**src/rtl/fg_sram_arbiter.sv**
```systemverilog
// rtl/fg_sram_arbiter.sv - foreground SRAM arbiter: fixed-latency pixel reads, FIFO-buffered capture writes
module fg_sram_arbiter #(
    parameter int FB_WIDTH     = 640,
    parameter int ADDR_W       = 19,
    parameter int SRAM_LATENCY = 2,
    parameter int READ_LATENCY = 4,
    parameter int WFIFO_DEPTH  = 16
) (
    input  logic                          clk,
    input  logic                          rst_n,
    input  logic                          rd_active,
    input  logic [9:0]                    rd_x,
    input  logic [9:0]                    rd_y,
    output logic [15:0]                   fg_pixel_out,
    output logic                          fg_pixel_skip,
    input  logic                          wr_valid,
    output logic                          wr_ready,
    input  logic [9:0]                    wr_x,
    input  logic [9:0]                    wr_y,
    input  logic [15:0]                   wr_data,
    output logic [ADDR_W-1:0]             sram_addr,
    output logic [15:0]                   sram_wdata,
    output logic                          sram_data_oe,
    output logic                          sram_we_n,
    output logic                          sram_oe_n,
    input  logic [15:0]                   sram_rdata,
    output logic [$clog2(WFIFO_DEPTH):0]  wfifo_level,
    output logic                          wr_overflow
);
    localparam int PTR_W       = $clog2(WFIFO_DEPTH);
    localparam int LVL_W       = PTR_W + 1;
    localparam int DATA_STAGES = READ_LATENCY - SRAM_LATENCY - 1;

    typedef enum logic [1:0] {G_IDLE, G_READ, G_WRITE} grant_t;

    function automatic logic [ADDR_W-1:0] pix_addr(input logic [9:0] x, input logic [9:0] y);
        return ADDR_W'(32'(y) * 32'(FB_WIDTH) + 32'(x));
    endfunction

    logic [ADDR_W+15:0]  fifo_mem [WFIFO_DEPTH];
    logic [PTR_W-1:0]    wr_ptr;
    logic [PTR_W-1:0]    rd_ptr;
    logic [LVL_W-1:0]    level_next;
    logic                push;
    logic                pop;
    grant_t              grant_d;
    grant_t              grant_q;
    logic [ADDR_W-1:0]   addr_q;
    logic [15:0]         wdata_q;
    logic [READ_LATENCY-1:0] act_sr;
    logic [15:0]         data_sr [DATA_STAGES];

    assign push = wr_valid & wr_ready;

    // A read always wins; a write needs a free slot that does not directly follow a read.
    always_comb begin
        grant_d = G_IDLE;
        if (rd_active) begin
            grant_d = G_READ;
        end else if (wfifo_level != '0 && grant_q != G_READ) begin
            grant_d = G_WRITE;
        end
    end

    assign pop        = (grant_d == G_WRITE);
    assign level_next = wfifo_level + LVL_W'(push) - LVL_W'(pop);

    always_ff @(posedge clk) begin
        if (push) begin
            fifo_mem[wr_ptr] <= {pix_addr(wr_x, wr_y), wr_data};
        end
    end

    always_ff @(posedge clk or negedge rst_n) begin
        if (!rst_n) begin
            wr_ptr        <= '0;
            rd_ptr        <= '0;
            wfifo_level   <= '0;
            wr_ready      <= 1'b0;
            wr_overflow   <= 1'b0;
            grant_q       <= G_IDLE;
            addr_q        <= '0;
            wdata_q       <= '0;
            sram_addr     <= '0;
            sram_wdata    <= '0;
            sram_data_oe  <= 1'b0;
            sram_we_n     <= 1'b1;
            sram_oe_n     <= 1'b1;
            act_sr        <= '0;
            fg_pixel_out  <= '0;
            fg_pixel_skip <= 1'b1;
        end else begin
            if (push) begin
                wr_ptr <= wr_ptr + PTR_W'(1);
            end
            if (pop) begin
                rd_ptr <= rd_ptr + PTR_W'(1);
            end
            wfifo_level <= level_next;
            wr_ready    <= (level_next < LVL_W'(WFIFO_DEPTH));
            if (wr_valid && !wr_ready) begin
                wr_overflow <= 1'b1;
            end

            // Grant stage: one cycle ahead of the pins.
            grant_q <= grant_d;
            if (grant_d == G_READ) begin
                addr_q <= pix_addr(rd_x, rd_y);
            end else if (grant_d == G_WRITE) begin
                {addr_q, wdata_q} <= fifo_mem[rd_ptr];
            end

            sram_oe_n    <= (grant_q != G_READ);
            sram_we_n    <= (grant_q != G_WRITE);
            sram_data_oe <= (grant_q == G_WRITE);
            if (grant_q != G_IDLE) begin
                sram_addr <= addr_q;
            end
            if (grant_q == G_WRITE) begin
                sram_wdata <= wdata_q;
            end

            // Return path is timed purely by the request shift register, never by write traffic.
            act_sr        <= {act_sr[READ_LATENCY-2:0], rd_active};
            fg_pixel_skip <= ~act_sr[READ_LATENCY-1];
            fg_pixel_out  <= act_sr[READ_LATENCY-1] ? data_sr[DATA_STAGES-1] : 16'h0000;
        end
    end

    always_ff @(posedge clk) begin
        data_sr[0] <= sram_rdata;
        for (int i = 1; i < DATA_STAGES; i++) begin
            data_sr[i] <= data_sr[i-1];
        end
    end
endmodule

```
**config.mk**
```make
export PLATFORM = sky130hd
export DESIGN_NAME = fg_sram_arbiter
export DESIGN_NICKNAME = d
export VERILOG_FILES = /design/src/rtl/fg_sram_arbiter.sv
export SDC_FILE = /design/constraint.sdc
export NUM_CORES = 1
export LEC_CHECK = 0
export BUFFER_PORTS_ARGS = -buffer_cell sky130_fd_sc_hd__buf_2
export CORE_MARGIN = 3
export CORE_UTILIZATION = 55
export CTS_BUF_LIST = sky130_fd_sc_hd__clkbuf_4
export CTS_CLUSTER_DIAMETER = 100
export DETAILED_ROUTE_END_ITERATION = 7
export PLACE_DENSITY = 0.73
export SLEW_MARGIN = 20
export SYNTH_ARGS = -nofsm -noshare
export SYNTH_HDL_FRONTEND = slang
export SYNTH_SLANG_ARGS = --single-unit
```
**constraint.sdc**
```tcl
create_clock -name clk -period 4.4 [get_ports clk]
set_input_delay 0.44 -clock clk [delete_from_list [all_inputs] [get_ports clk]]
set_output_delay 0.44 -clock clk [all_outputs]
set_load 0.02 [all_outputs]
```
==> impl_metrics.yaml <==
die:
  floorplan.io_pins: 138
  placeableCoreArea_mm2: 0.0481
  floorplan.initialDensity_pct: 56.2
  die_width_um: 228
  row_count: 80
  die_h_um: 228
  die_area_mm2: 0.0519
timing:
  rsz_0062_raised_after_global_routing: "no"
  max_clock_freq_ghz: 0.345
  final_critical_path_setup_slack_ps: 1500
  finalMaxSlewViolations: 0
  actual_transition_at_the_worst_max_transition_pin_ps: 1000
  hold_viol: 0
  finalClockSkew_ps: 47.2
  min_period_over_period_pct: 65.9
  tns_ps: 0
  slew_headroom_pct: 32.6
  timing.final.crit_period_ps: 2900
  final-setup-viol-count: 0
clock_network:
  post_cts.repair.setup_buffers: 0
  cts-htree-levels: 4
  cts.root.buffer_cell: "clkbuf_4"
  cts_buffer_depth: 3
  tritoncts: "yes"
  worstSkewPairLatency_ps: 880
  cts_buffers: 167
  clkSinkCount: 686
  clkTransAtPathRegs_ps: 70
global_route:
  grt_pass1_vias: 14700
  antenna_violations_before_repair: 1
  grt_pass1_wl_um: 87400
  grt_max_degree: 93
  global_route.usage.total_pct: 22.3
  overflow: 0
drt:
  count_of_antenna_violating_nets_left_after_detailed_routing: 0
  top_layer_in_use: "met4"
  drt_iter0_drc: 1190
  met1_length_um: 23600
  initial_drt_pass_iterations: 5
  routed_wirelength_um: 56500
  detail_route.drc_violations: 0
  wl_met3_um: 4540
  vias_per_cell: 5.72
  met2WireLength_um: 27300
  post_drt_wl_per_cell_um: 23.2
  vias: 13900
critical_path:
  slowest_stage: "dfrtp_4"
  required_ps: 5080
  worstSetupEndpointType: "register"
  regToRegSetupSlack_ps: 1500
  timing_startpoint_of_the_critical_path: "rd_ptr[0]$_DFFE_PN0N_"
  setup.worst_path.class: "register to register"
  crit-reg2reg-launch: "rd_ptr[0]$_DFFE_PN0N_"
  critPathMostFrequentCell: "a211oi_1"
  critical_path.reg2reg.endpoint: "addr_q[9]$_DFFE_PN0P_"
  timing.critical_path.slowest_cell_delay_ps: 750
  worst-r2r-cell-count: 7
  timing.critical_path.fanout_max: 23
  cp_cell_sequence: "buf_4 -> mux4_2 -> nor2b_1 -> a211oi_1 -> a211oi_1 -> a211oi_1 -> a21oi_1"
  cp_data_arrival_time_ps: 3580
  crit_path_start_kind: "register"
pwr:
  swShare_pct: 29.3
  power.net_switching_w: 0.00555
  power_leakage_nw: 11.3
  share_clk_of_total_power_pct: 28.3
  internal-power_w: 0.0134
  seqPwrFrac_pct: 44.9
  vdd.ir_drop.worst_uv: 403
  power.density_cell_area_mw_per_mm2: 599
  power.share.combinational_pct: 26.7
final_layout:
  fillCellCount: 3160
  ff_latch_area_mm2: 0.0199
  area_delta_synth_final_pct: 16.9
  multi_input_comb_area_mm2: 0.00697
  post_route_cells_drive_above_1_share_pct: 39.8
  finalNetCount: 1779
synth:
  synth.yosys.seq_area_share_pct: 73.5
  synth_area_leader: "edfxtp_1"
  synth_edf_count: 560
  top_post_synthesis_cells_by_area: "edfxtp_1, mux4_2, dfrtp_1"
  syn-instance-count: 1306
  synth_fp_nets: 1436
  yosys_warnings: 0
  synth_top_area_share_pct: 62.2
  average_instance_area_after_synthesis_um2: 20.7
  synth_area_mm2: 0.0271
  ys_async_sr_fraction_pct: 16.0
  synthFlopType: "edfxtp_1"
  yosysUniqueCellTypes: 61
  synth_seq_cells: 686
place:
  gp_congestion: 0.772
  dp_hpwl_um: 31800
  pre_cts_setup_slack_ps: 682
  port_buffers: 137
min_path:
  hp-start: "rd_x[8]"
  worstHoldPathType: "primary input to register"
  cell_depth_of_the_worst_hold_path: 4
  end_of_the_worst_hold_path: "addr_q[8]$_DFFE_PN0P_"
status:
  status: "complete, no violations"
run:
  maxCapViolCount: 0
[synth_stat cells, drive strengths merged, types with 4 or more instances]
cell / n
nor2b: 8
dfrtp: 107
a21o: 5
mux2i: 18
nand2b: 4
nand2: 24
nor2: 32
buf: 23
xnor2: 21
nor3: 6
a211oi: 17
xor2: 14
nand3: 8
edfxtp: 560
mux2: 53
inv: 26
dfxtp: 16
a21oi: 15
mux4: 168
fa: 5
clkbuf: 35
o21ai: 22
and2: 17
ha: 49
o2111ai: 4
[layout make-up]
class | instances | share of cell area (%)
antenna | 1 | 0.00791
clock buffer | 248 | 5.89
clock inverter | 47 | 1.18
inverter | 26 | 0.309
multi-input combinational | 536 | 22.0
sequential | 686 | 62.9
tap | 656 | 2.60
timing repair buffer | 232 | 5.05
[worst max path at each step]
stage / end / slack (ps) / cells after the start
final: addr_q[9]$_DFFE_PN0P_ / 1500 / 7
after global routing: addr_q[9]$_DFFE_PN0P_ / 1270 / 7
after CTS: addr_q[9]$_DFFE_PN0P_ / 1460 / 7
after detailed placement: fifo_mem[0][33]$_DFFE_PP_ / 680 / 10
after global placement: fifo_mem[0][33]$_DFFE_PP_ / 760 / 10
after floorplan: fifo_mem[3][0]$_DFFE_PP_ / 490 / 4
[power groups by stage]
stage / clock [W] / combinational, W / sequential, W
3_3_place_gp: 0 / 0.00497 / 0.00862
2_1_floorplan: 0 / 0.00361 / 0.00849
6_report: 0.00537 / 0.00507 / 0.00852
5_1_grt: 0.00590 / 0.00545 / 0.00861
4_1_cts: 0.00551 / 0.00511 / 0.00853
3_5_place_dp: 0 / 0.00506 / 0.00866
[per-layer routing]
layer  vias up  global-route usage, %
met3        76                   5.35
met2       594                   35.2
met1      7147                   31.1
met4         0                   7.76
met5         -                      0
li1       6106                      -
[cells in the final DEF (no fill, tap or decap), drive strengths merged, types with 6 or more instances in the layout]
cell / synthesis / layout
a211oi: 17 / 17
a21oi: 15 / 15
and2: 17 / 17
buf: 23 / 180
bufinv: 0 / 7
clkbuf: 35 / 248
clkinv: 0 / 33
dfrtp: 107 / 107
dfxtp: 16 / 16
dlygate4sd3: 0 / 52
edfxtp: 560 / 560
ha: 49 / 49
inv: 26 / 31
mux2: 53 / 53
mux2i: 18 / 18
mux4: 168 / 168
nand2: 24 / 24
nand3: 8 / 8
nor2: 32 / 32
nor2b: 8 / 8
nor3: 6 / 6
o21ai: 22 / 22
xnor2: 21 / 21
xor2: 14 / 14
[flip-flops by register name, indices dropped and copies added, names as in the netlist]
| signal | cells |
|---|---|
| fifo_mem | 560 |
| addr_q | 19 |
| sram_addr | 19 |
| data_sr | 16 |
| fg_pixel_out | 16 |
| sram_wdata | 16 |
| wdata_q | 16 |
| wfifo_level | 5 |
| act_sr | 4 |
| rd_ptr | 4 |
| wr_ptr | 4 |
| fg_pixel_skip | 1 |
| grant_q | 1 |
| sram_data_oe | 1 |
| sram_oe_n | 1 |
| sram_we_n | 1 |
| wr_overflow | 1 |
| wr_ready | 1 |
[logic make-up after synthesis]
family                     share of synthesized area [%]
AOI/OAI and AO/OA                                   2.16
xor gates and xnor gates                            1.16
adders and majority gates                           2.64
buffers and inverters                               1.31
DFF                                                 73.5
muxes                                               16.9
and+or+nand+nor                                     2.35
[per-stage QoR]
| step | power, W | hold slack (ps) | cell area [µm²] | util [%] | instances |
|---|---|---|---|---|---|
| finish | 0.0190 | 88.6 | 31600 | 65.7 | 2432 |
| global route | 0.0200 | 89.5 | 31600 | 65.7 | 2432 |
| CTS | 0.0191 | 26.1 | 31600 | 65.6 | 2431 |
| detailed placement | 0.0137 | 338 | 28800 | 59.9 | 2084 |
| global placement | 0.0136 | 336 | 28800 | 59.9 | 2084 |
| floorplan | 0.0121 | 144 | 27100 | - | 1306 |
[worst max-delay path: cells and delay by family (launching register included)]
kind	cells	cell delay, ps
AO/OA/AOI/OAI	4	930
buffers and inverters	1	340
AND/OR/NAND/NOR	1	150
flip-flops	1	750
multiplexers	1	520
[repair_timing]
action | CTS | global route
gates resized for setup | 0 | 0
endpoints found under the setup margin | 0 | 0
hold endpoints to repair | 483 | 0
hold buffers | 52 | 0
No activity file was read; power rests on OpenSTA's default activity.
